File: src/rtl/mem_port_arbiter.sv
// ============================================================================
// mem_port_arbiter : shares one fixed-latency SRAM between IF fetches and MEM
//                    loads/stores, and generates the pipeline freeze controls.
// Revision: 1.0
// ============================================================================
`default_nettype none

module mem_port_arbiter #(
   parameter int MEM_LAT = 4
) (
   input  logic        clk,
   input  logic        rst,
   input  logic        if_req,
   input  logic [31:0] if_addr,
   input  logic        branch_flush,
   input  logic        mem_rd_en,
   input  logic        mem_wr_en,
   input  logic [31:0] mem_addr,
   input  logic [31:0] mem_wdata,
   output logic [31:0] if_instr,
   output logic        if_ready,
   output logic [31:0] mem_rdata,
   output logic        mem_ready,
   output logic        freeze_if,
   output logic        freeze_pipe,
   output logic        sram_en,
   output logic        sram_we,
   output logic [31:0] sram_addr,
   output logic [31:0] sram_wdata,
   input  logic [31:0] sram_rdata
);

   localparam logic [1:0] S_IDLE  = 2'd0;
   localparam logic [1:0] S_FETCH = 2'd1;
   localparam logic [1:0] S_DATA  = 2'd2;
   localparam logic [1:0] S_DONE  = 2'd3;

   localparam logic [3:0] C_CNT_INIT = 4'(MEM_LAT - 1);

   logic [1:0]  state_q,     state_d;
   logic [3:0]  cnt_q,       cnt_d;
   logic        discard_q,   discard_d;
   logic [31:0] addr_q,      addr_d;
   logic        we_q,        we_d;
   logic [31:0] wdata_q,     wdata_d;
   logic [31:0] if_instr_q,  if_instr_d;
   logic [31:0] mem_rdata_q, mem_rdata_d;
   logic        if_ready_q,  if_ready_d;
   logic        mem_ready_q, mem_ready_d;

   logic        data_req;
   logic        fetch_dead;

   assign data_req   = mem_rd_en | mem_wr_en;
   assign fetch_dead = discard_q | branch_flush;

   // State register
   always_ff @(posedge clk) begin
      if (rst) begin
         state_q     <= S_IDLE;
         cnt_q       <= 4'd0;
         discard_q   <= 1'b0;
         addr_q      <= 32'd0;
         we_q        <= 1'b0;
         wdata_q     <= 32'd0;
         if_instr_q  <= 32'd0;
         mem_rdata_q <= 32'd0;
         if_ready_q  <= 1'b0;
         mem_ready_q <= 1'b0;
      end else begin
         state_q     <= state_d;
         cnt_q       <= cnt_d;
         discard_q   <= discard_d;
         addr_q      <= addr_d;
         we_q        <= we_d;
         wdata_q     <= wdata_d;
         if_instr_q  <= if_instr_d;
         mem_rdata_q <= mem_rdata_d;
         if_ready_q  <= if_ready_d;
         mem_ready_q <= mem_ready_d;
      end
   end

   // Next-state logic; data wins in IDLE because the MEM stage is older
   always_comb begin
      state_d = state_q;
      case (state_q)
         S_IDLE: begin
            if (data_req)    state_d = S_DATA;
            else if (if_req) state_d = S_FETCH;
         end
         S_FETCH, S_DATA: begin
            if (cnt_q == 4'd0) state_d = S_DONE;
         end
         default: state_d = S_IDLE;
      endcase
   end

   always_comb begin
      cnt_d       = cnt_q;
      discard_d   = discard_q;
      addr_d      = addr_q;
      we_d        = we_q;
      wdata_d     = wdata_q;
      if_instr_d  = if_instr_q;
      mem_rdata_d = mem_rdata_q;
      if_ready_d  = 1'b0;
      mem_ready_d = 1'b0;
      case (state_q)
         S_IDLE: begin
            if (data_req) begin
               addr_d  = mem_addr;
               we_d    = mem_wr_en;
               wdata_d = mem_wdata;
               cnt_d   = C_CNT_INIT;
            end else if (if_req) begin
               addr_d  = if_addr;
               we_d    = 1'b0;
               wdata_d = 32'd0;
               cnt_d   = C_CNT_INIT;
            end
         end
         S_FETCH: begin
            if (branch_flush) discard_d = 1'b1;
            if (cnt_q == 4'd0) begin
               // A flushed fetch still finishes on the SRAM but is dropped here
               if (!fetch_dead) if_instr_d = sram_rdata;
               if_ready_d = ~fetch_dead;
            end else begin
               cnt_d = cnt_q - 4'd1;
            end
         end
         S_DATA: begin
            if (cnt_q == 4'd0) begin
               if (!we_q) mem_rdata_d = sram_rdata;
               mem_ready_d = 1'b1;
            end else begin
               cnt_d = cnt_q - 4'd1;
            end
         end
         default: begin
            discard_d = 1'b0;
         end
      endcase
   end

   // Output logic
   always_comb begin
      sram_en     = (state_q == S_FETCH) || (state_q == S_DATA);
      sram_we     = we_q & sram_en;
      sram_addr   = addr_q;
      sram_wdata  = wdata_q;
      if_instr    = if_instr_q;
      mem_rdata   = mem_rdata_q;
      if_ready    = if_ready_q;
      mem_ready   = mem_ready_q;
      freeze_if   = if_req & ~if_ready_q;
      freeze_pipe = data_req & ~mem_ready_q;
   end

endmodule

`default_nettype wire

File: config.mk
export PLATFORM = sky130hd
export DESIGN_NAME = mem_port_arbiter
export DESIGN_NICKNAME = d
export VERILOG_FILES = /design/src/rtl/mem_port_arbiter.sv
export SDC_FILE = /design/constraint.sdc
export NUM_CORES = 1
export LEC_CHECK = 0
export BUFFER_PORTS_ARGS = -buffer_cell sky130_fd_sc_hd__buf_2
export CORE_ASPECT_RATIO = 1.4
export CORE_MARGIN = 8
export CORE_UTILIZATION = 42
export CTS_CLUSTER_DIAMETER = 30
export DETAILED_ROUTE_END_ITERATION = 8
export PLACE_DENSITY = 0.85
export SYNTH_ARGS = -nofsm -noshare
export SYNTH_HDL_FRONTEND = slang
export SYNTH_SLANG_ARGS = --single-unit
export TNS_END_PERCENT = 1
File: constraint.sdc
create_clock -name clk -period 1.7 [get_ports clk]
set_input_delay 0.34 -clock clk [delete_from_list [all_inputs] [get_ports clk]]
set_output_delay 0.34 -clock clk [all_outputs]
set_load 0.05 [all_outputs]
==> metrics.txt <==
clk buf depth 2; Layout area overhead 42.6%; Synth warnings 0; worst min-delay path category in2reg; DRT iter0 DRCs ~430; WL final 18300 µm; initial antenna violation count 1; H-tree levels 4; port bufs 267; hold slack 0.175 ns; first-pass GRT wire length 28500 µm; Die Span X 114 µm; crit start category flop; Simple-Gate Fraction of Synth Area about 17%; FMAX 0.560 GHz; largest net degree at the start of global routing 71; Cells after Synth 646; LEAKAGE 3.61 nW; synthesized area per cell 8.66 µm²; DRC Markers 0; asr flop ratio synth 0%; Worst-Margin Slew 0.307 ns; commonest cells after routing, fill and taps aside 265 x buf_2, 136 x dfxtp_1, 100 x nand2_1; CTS tree done; antenna-violating nets left 0; post-synthesis register bit count 138; fin crit share 105%; vias in the first global route 5645; final hold violations 0; most common cell after layout, fill and taps aside buf_2; CP max FO 3; xor and xnor area share after synthesis 0%; sequential area share after synthesis 49.4%; Finish-stage setup viols 23; setup_tns -0.534 ns; final core utilization about three fifths; status finished with violations; Max-slew headroom 79.6%; Max VDD drop approximately 1000 µV; vias 5832; Max-cap violations 0; synthesized cell area about 5600 µm²; initial core utilization 42.4%; standard-cell rows 50; root buf cell clkbuf_16; CTS Sinks around 140; Crit. End Element output pin; layout cells sized above 1 38.9%; synthesized net count 787; Arr. time, crit path between 1 and 1.5 ns; failing checks negative setup slack; WS Path Type reg2out; Wirelength per Cell 16.6 µm; post-synthesis compound-gate area fraction 20.2%; grt ovf 0; largest family of logic cells by synthesized area compound AO/OA/AOI/OAI gates; DR vias/cell about 5.3; Post-synth top flop dfxtp_1; Layout Nets 1052; Total Power 14.3 mW; clock skew 0.0134 ns; DRT Pass-1 Iters 5; Worst EP required 1.36 ns; Die Y around 150 µm; die area 17300 µm²; cts bufs inserted 17; Core ar. 13200 µm²; Post-Synth Adder-Cell Area 1.57%; Setup WS post-layout -0.0855 ns; unrepaired setup endpoints after global routing yes; Slew Limit Fails 0; routability cong. around 0.86; mux contribution to synthesized area 6.08%; Worst-Skew Late Latency 0.41 ns; Post-synth EDFFs 0; minimum clock period about 1.8 ns; detailed placer's ending HPWL 13500 µm; synth unique cells 37; Reg clk slew, reported paths ~0.07 ns; Power Density 1800 nW/µm²; # IOs approximately 270; Tot GR Track Use about a fifth
-- synth_stat cells, types with 3 or more instances --
library cell	count	share of area (%)
ha_1	7	1.6
buf_2	11	0.98
a21oi_1	36	3.2
buf_12	3	1.1
nor2b_1	3	0.34
mux2i_1	34	6.1
nand3_1	35	3.1
inv_1	4	0.27
nor3b_1	3	0.40
dfxtp_1	138	49
nand2_1	100	6.7
nor2_1	69	4.6
clkbuf_1	45	3.0
a311oi_1	33	5.2
o21ai_0	66	5.9
a22oi_1	32	4.3
-- layer usage --
metal	up-vias	wire (µm)	GRT usage, %
li1	2807	-	-
met1	2730	6820	21.4
met2	246	9790	36.2
met3	49	1110	4.80
met4	0	635	10.3
met5	-	0	0
-- worst paths after layout --
path	depth (start not counted)	start	endpoint	slack, ns
setup / recovery	5	state_q[1]	sram_we	-0.09
hold / removal	3	mem_wdata[10]	sram_wdata[10]	0.18
setup reg to reg	7	cnt_q[0]	mem_rdata[20]	-0.05
hold reg to reg	2	mem_rdata[28]	mem_rdata[28]	0.45
-- cell type report --
cell class                 instances  area, µm²
antenna                            1       2.50
clock buffer                      18        429
clock inverter                    14        161
fill                            1106       5220
inverter                           5       18.8
multi-input combinational        441       2560
sequential                       138       2770
tap                              182        228
timing repair buffer             308       1810
-- sequential cells by signal, summed over array words and instances (netlist names) --
name	count
discard_q	1
state_q	2
mem_ready	1
mem_rdata	32
sram_wdata	32
cnt_q	4
if_instr	32
if_ready	1
we_q	1
sram_addr	32
-- stage by stage --
step | worst slack [ns] | cells | instance area (µm²)
final | -0.0855 | 1107 | 7980
after global routing | -0.140 | 1107 | 7980
after CTS | -0.0882 | 1103 | 7910
after detailed placement | -0.0662 | 1068 | 7280
after global placement | 0.0271 | 1068 | 7280
after floorplan | -0.0446 | 646 | 5610
-- report_power, final --
group | leakage [nW] | switching (mW) | internal [mW]
Clock | 0.278 | 1.49 | 2.20
Combinational | 2.20 | 4.40 | 2.00
Sequential | 1.13 | 0.339 | 3.89
-- cell families after synthesis --
logic type,Yosys count
simple gates,222
compound gates,178
flops,138
buf+inv,67
mux,34
fa+ha+maj,7
-- what timing repair did --
action / 4_1_cts / 5_1_grt
gates cloned: 0 / 1
endpoints found under the setup margin: 36 / 39
setup buffers: 3 / 2
hold buffers: 0 / 0
resized for setup: 10 / 7
pin swaps: 1 / 1
endpoints found under the hold margin: 0 / 0
-- worst max-delay path, stage by stage (launching register included) --
cell     delay, ns
dfxtp_2       0.34
inv_2         0.04
buf_6         0.11
ha_4          0.27
and2_4        0.14
buf_8         0.14
Note: power is estimated with default switching activity, not from simulation.
